[src/rtl/roll_judge.sv]
// Craps-style dice roll judge: an LFSR spins two dice, then the sum is scored
// against the come-out / point rules and reported with a one-cycle done pulse.
module roll_judge #(
    parameter int          SPIN_CYCLES = 16,
    parameter logic [15:0] LFSR_SEED   = 16'hACE1
) (
    input  logic       clk,
    input  logic       rst_n,
    input  logic       roll_req,
    input  logic       clear_i,
    input  logic       force_en,
    input  logic [2:0] force_a,
    input  logic [2:0] force_b,
    output logic [2:0] die_a,
    output logic [2:0] die_b,
    output logic [3:0] point,
    output logic [1:0] result,
    output logic       done,
    output logic       busy
);

    typedef enum logic [1:0] {IDLE, SPIN, EVAL, REPORT} state_t;

    localparam logic [7:0]  SPIN_LOAD = 8'(SPIN_CYCLES - 1);
    localparam logic [1:0]  RES_CONT  = 2'b00;
    localparam logic [1:0]  RES_LOST  = 2'b01;
    localparam logic [1:0]  RES_WON   = 2'b10;

    state_t      state, next_state;
    logic [15:0] lfsr;
    logic [7:0]  spin_cnt;
    logic [2:0]  cand_a, cand_b;
    logic [2:0]  eval_a, eval_b;
    logic [3:0]  sum;
    logic [1:0]  next_result;
    logic [3:0]  next_point;

    function automatic logic face_ok(input logic [2:0] v);
        return (v >= 3'd1) && (v <= 3'd6);
    endfunction

    assign cand_a = lfsr[2:0];
    assign cand_b = lfsr[5:3];

    always_ff @(posedge clk or negedge rst_n) begin
        if (!rst_n)
            state <= IDLE;
        else
            state <= next_state;
    end

    always_comb begin
        next_state = state;
        if (clear_i) begin
            next_state = IDLE;
        end else begin
            case (state)
                IDLE:    if (roll_req) next_state = SPIN;
                SPIN:    if (spin_cnt == 8'd0) next_state = EVAL;
                EVAL:    next_state = REPORT;
                REPORT:  next_state = IDLE;
                default: next_state = IDLE;
            endcase
        end
    end

    always_comb begin
        done = (state == REPORT);
        busy = (state != IDLE);
    end

    // Forced faces override the spun ones only when they are legal die values.
    always_comb begin
        eval_a      = (force_en && face_ok(force_a)) ? force_a : die_a;
        eval_b      = (force_en && face_ok(force_b)) ? force_b : die_b;
        sum         = {1'b0, eval_a} + {1'b0, eval_b};
        next_result = RES_CONT;
        next_point  = point;
        if (point == 4'd0) begin
            if (sum == 4'd7 || sum == 4'd11) begin
                next_result = RES_WON;
                next_point  = 4'd0;
            end else if (sum == 4'd2 || sum == 4'd3 || sum == 4'd12) begin
                next_result = RES_LOST;
                next_point  = 4'd0;
            end else begin
                next_point  = sum;
            end
        end else if (sum == point) begin
            next_result = RES_WON;
            next_point  = 4'd0;
        end else if (sum == 4'd7) begin
            next_result = RES_LOST;
            next_point  = 4'd0;
        end
    end

    always_ff @(posedge clk or negedge rst_n) begin
        if (!rst_n) begin
            lfsr     <= LFSR_SEED;
            spin_cnt <= 8'd0;
            die_a    <= 3'd1;
            die_b    <= 3'd1;
            point    <= 4'd0;
            result   <= RES_CONT;
        end else begin
            lfsr <= lfsr[0] ? ((lfsr >> 1) ^ 16'hB400) : (lfsr >> 1);

            if (state == IDLE && roll_req && !clear_i)
                spin_cnt <= SPIN_LOAD;
            else if (state == SPIN && spin_cnt != 8'd0)
                spin_cnt <= spin_cnt - 8'd1;

            if (state == SPIN) begin
                if (face_ok(cand_a)) die_a <= cand_a;
                if (face_ok(cand_b)) die_b <= cand_b;
            end else if (state == EVAL) begin
                die_a <= eval_a;
                die_b <= eval_b;
            end

            if (clear_i) begin
                point  <= 4'd0;
                result <= RES_CONT;
            end else if (state == EVAL) begin
                point  <= next_point;
                result <= next_result;
            end
        end
    end

endmodule

[config.mk]
export PLATFORM = sky130hd
export DESIGN_NAME = roll_judge
export DESIGN_NICKNAME = d
export VERILOG_FILES = /design/src/rtl/roll_judge.sv
export SDC_FILE = /design/constraint.sdc
export NUM_CORES = 1
export LEC_CHECK = 0
export ABC_CLOCK_PERIOD_IN_PS = 3900
export CAP_MARGIN = 20
export CORE_MARGIN = 5
export CORE_UTILIZATION = 53
export CTS_BUF_LIST = sky130_fd_sc_hd__clkbuf_8
export CTS_CLUSTER_DIAMETER = 120
export CTS_CLUSTER_SIZE = 30
export DETAILED_ROUTE_END_ITERATION = 8
export GPL_TIMING_DRIVEN = 0
export PLACE_DENSITY_LB_ADDON = 0.08
export SLEW_MARGIN = 5
export SYNTH_ARGS = -nofsm -noshare
export SYNTH_HDL_FRONTEND = slang
export SYNTH_SLANG_ARGS = --single-unit
[constraint.sdc]
create_clock -name clk -period 3.9 [get_ports clk]
set_input_delay 0.585 -clock clk [delete_from_list [all_inputs] [get_ports clk]]
set_output_delay 0.585 -clock clk [all_outputs]
set_load 0.02 [all_outputs]
==> summary.txt <==
Route
  • Routed Antenna Nets: 0
  • Metal1 wirelength: 2.068 mm
  • DRT Pass-1 Iters: 4
  • Vias/cell: 5.618
  • Met3 WL: 147 um
  • Metal2 WL: roughly 2.1 mm
  • Total wire length: 4.334 mm
  • Routed wire per std cell: 14.40 um
  • DRT iter0 DRCs: 89
  • DR vias: 1691
  • DR top layer: met4
  • DRC violations left: 0

Die
  • Io pins: 25
  • CORE AREA: 4000 um2
  • Die height: 74.20 um
  • Die width: approximately 74 um
  • Effective utilization at floorplan: between 50 and 60%
  • Die area: 5506 um2
  • # rows: 23

Yosys
  • Mapped Area: approximately 2200 um2
  • Synth Register Bits: 38
  • Ys Warns: 0
  • EDFF count, synth: 0
  • Synth Instances: between 200 and 250
  • Mapped Avg Cell Area: 9.885 um2
  • Synthesized Nets: around 240
  • Netlist cell types: 55
  • Main synth FF type: dfrtp_1
  • Share of the yosys chip area belonging to registers: 44.10%
  • Async SR Flop Fraction: 100.0%

Timing
  • Final period util: 95.11%
  • Achievable Freq: approximately 270 MHz
  • Minimum clock period: 3.709 ns
  • Clk_skew: 0.005284 ns
  • RSZ-0062 raised after global routing: false
  • Endpoints failing hold: 0
  • Fin. max-slew vios: 0
  • Setup ws final: ~0.19 ns
  • Final setup vio count: 0
  • Slew margin rel.: 44.41%
  • Worst-Margin Slew: 0.8262 ns

GRT
  • Vias in the first global route: about 1700
  • Largest net degree at the start of global routing: 39
  • Initial antenna violation count: 0
  • GRT Overall Usage: 18.23%
  • GRT overflow: 0
  • Global-route wire length before repair: 7.665 mm

Critical path
  • Critical path type: in -> reg
  • CP max FO: 9
  • CP Launch Type: input pin
  • Slowest cell on crit path: clkdlybuf4s50_1
  • Max incr delay on CP: 0.52 ns
  • Critical-path cell list: clkdlybuf4s50_1, o22ai_1, a211oi_1, ha_1, inv_1, fa_1, xor2_4, a2111oi_2, o21ai_1, o311ai_4, mux2_1
  • Worst Setup End Kind: flip-flop
  • Crit path DAT: 3.89 ns
  • Crit path required time: between 4 and 5 ns

Pwr
  • P_sw: approximately 0.00086 W
  • Gate power share: 54.3%
  • Peak supply drop: 511.5 uV
  • Power Density: 774.3 nW/um2
  • Clk network pwr share: 17.0%
  • Seq pwr share: 28.7%
  • Int Pwr: 0.001133 W
  • Sw Ratio: 43.19%
  • Leak Pwr: 1.136 nW
  • Total power: roughly 0.0020 W

Clocking
  • Clock Tree Buf Depth: 2
  • CTS H-tree lvls: 2
  • CTS root buffer: clkbuf_8
  • Sink Count: 38
  • Worst-Skew Late Latency: 0.30 ns
  • PostCTS Resize Cnt: 0
  • Hold buffer count at cts: 0
  • TritonCTS buffer count: 5
  • Clk pin slew, worst setup/hold paths: 0.08 ns
  • Post-CTS Setup Repair Bufs: 0
  • CTS tree: done

Placement
  • IO Port Bufs: 22
  • Placed Area: 2462 um2
  • RePlAce Congestion: 0.8159
  • Place WS: -0.09722 ns
  • Dpl hpwl: around 3.1 mm

Final layout
  • Filler cell count: about 320
  • Area growth syn-to-layout: 17.93%
  • NumNets Final: roughly 270
  • Layout Cell Area excl Fill: 2576 um2
  • Ant diodes: 0
  • Flip-flop and latch area: around 960 um2
  • Multi-input gate area: 1120 um2
  • Layout cells sized above 1: 13.55%

Job
  • Max-Cap Viols: 0

Status
  • Run status: complete, no violations

Worst hold path
  • Min-delay worst type: reg -> reg
stage by stage:
stage | utilization [%] | instances | hold slack, ns | TNS [ns]
detailed placement | 61.56 | 293 | 0.3418 | -0.1797
global placement | 61.68 | 293 | 0.3475 | -0.2656
floorplan | - | 221 | 0.2894 | 0
CTS | 64.40 | 301 | 0.3631 | 0
global route | 64.40 | 301 | 0.3660 | 0
finish | 64.40 | 301 | 0.3603 | 0
placed cells by master (no fill, tap or decap), types with 3 or more instances in the layout:
| cell type | n |
|---|---|
| o22ai_1 | 3 |
| clkbuf_1 | 4 |
| nand2_1 | 19 |
| a22oi_1 | 3 |
| and3_1 | 3 |
| nand3_1 | 7 |
| dfstp_2 | 10 |
| clkbuf_8 | 5 |
| o21ai_1 | 3 |
| xor2_1 | 8 |
| o21ai_0 | 10 |
| a211oi_1 | 4 |
| nor2_1 | 19 |
| inv_1 | 14 |
| clkdlybuf4s50_1 | 21 |
| nor3_1 | 5 |
| buf_2 | 3 |
| nand2b_1 | 4 |
| dfrtp_1 | 28 |
| ha_1 | 10 |
| a21oi_1 | 10 |
| a31oi_1 | 3 |
| or3_1 | 3 |
| xnor2_1 | 4 |
synth_stat cells (all sizes together), types with 3 or more instances:
cell type,instances,area [um2]
nand3,8,45.04
nand2b,4,25.02
buf,4,28.78
nor2,19,71.32
clkbuf,5,20.01
dfrtp,28,700.7
or3,3,18.77
o21ai,13,65.06
inv,14,52.55
a211oi,4,30.03
o22ai,3,18.77
dfstp,10,262.8
nor3,5,25.02
a22oi,3,22.52
ha,10,125.1
nand2,19,71.32
and3,3,18.77
xor2,10,113.9
a31oi,3,18.77
a21oi,11,58.81
xnor2,4,35.03
mux2,4,45.04
critical path, delay by kind of cell:
kind / cells / cell delay [ns]
AOI/OAI and AO/OA: 5 / 1.35
muxes: 1 / 0.36
xor gates and xnor gates: 1 / 0.26
buffers and inverters: 2 / 0.58
adders and majority gates: 2 / 0.74
power by group through the flow:
| stage | Clock (W) | Combinational (W) | Sequential (W) |
|---|---|---|---|
| after floorplan | 0 | 0.000724 | 0.000630 |
| after global placement | 0 | 0.00107 | 0.000581 |
| after detailed placement | 0 | 0.00108 | 0.000581 |
| after CTS | 0.000346 | 0.00108 | 0.000574 |
| after global routing | 0.000367 | 0.00120 | 0.000594 |
| final | 0.000339 | 0.00108 | 0.000573 |
state kept, by name, indices dropped and copies added (netlist names):
| signal | cells |
|---|---|
| die_a | 3 |
| die_b | 3 |
| lfsr | 16 |
| point | 4 |
| result | 2 |
| spin_cnt | 8 |
| state | 2 |
cells by family (layout without fill, tap and decap cells):
| logic type | count (synthesis) | in the layout | synth area share [%] |
|---|---|---|---|
| DFF | 38 | 38 | 44.10 |
| and+or+nand+nor | 73 | 73 | 16.72 |
| muxes | 6 | 6 | 2.978 |
| AOI/OAI and AO/OA | 55 | 55 | 17.64 |
| xor gates and xnor gates | 14 | 14 | 6.816 |
| buffers and inverters | 23 | 53 | 4.639 |
| adders and majority gates | 12 | 12 | 7.102 |
routing by layer:
layer,track usage (%),up-vias
li1,-,841
met1,22.97,814
met4,5.835,0
met3,5.811,6
met5,0,-
met2,29.82,30
final timing paths:
| path | cells past startpoint | slack [ns] | startpoint | to |
|---|---|---|---|---|
| worst min register to register | 0 | 0.36 | lfsr[7] | lfsr[6] |
| max in group asynchronous | 1 | 2.99 | rst_n | point[1] |
| min in group asynchronous | 1 | 0.38 | rst_n | lfsr[8] |
| worst max-delay path | 11 | 0.19 | force_a[0] | point[1] |
| worst max register to register | 10 | 0.45 | die_a[0] | point[1] |
| worst min-delay path | 0 | 0.36 | lfsr[7] | lfsr[6] |
area by class of cell:
class / count / share of cell area, %
timing repair buffer: 22 / 8.354
multi-input combinational: 160 / 43.47
buffer: 9 / 1.894
clock buffer: 5 / 2.671
clock inverter: 3 / 1.748
sequential: 38 / 37.40
tap: 50 / 2.428
inverter: 14 / 2.040
Power figures use the tool's default switching activity.
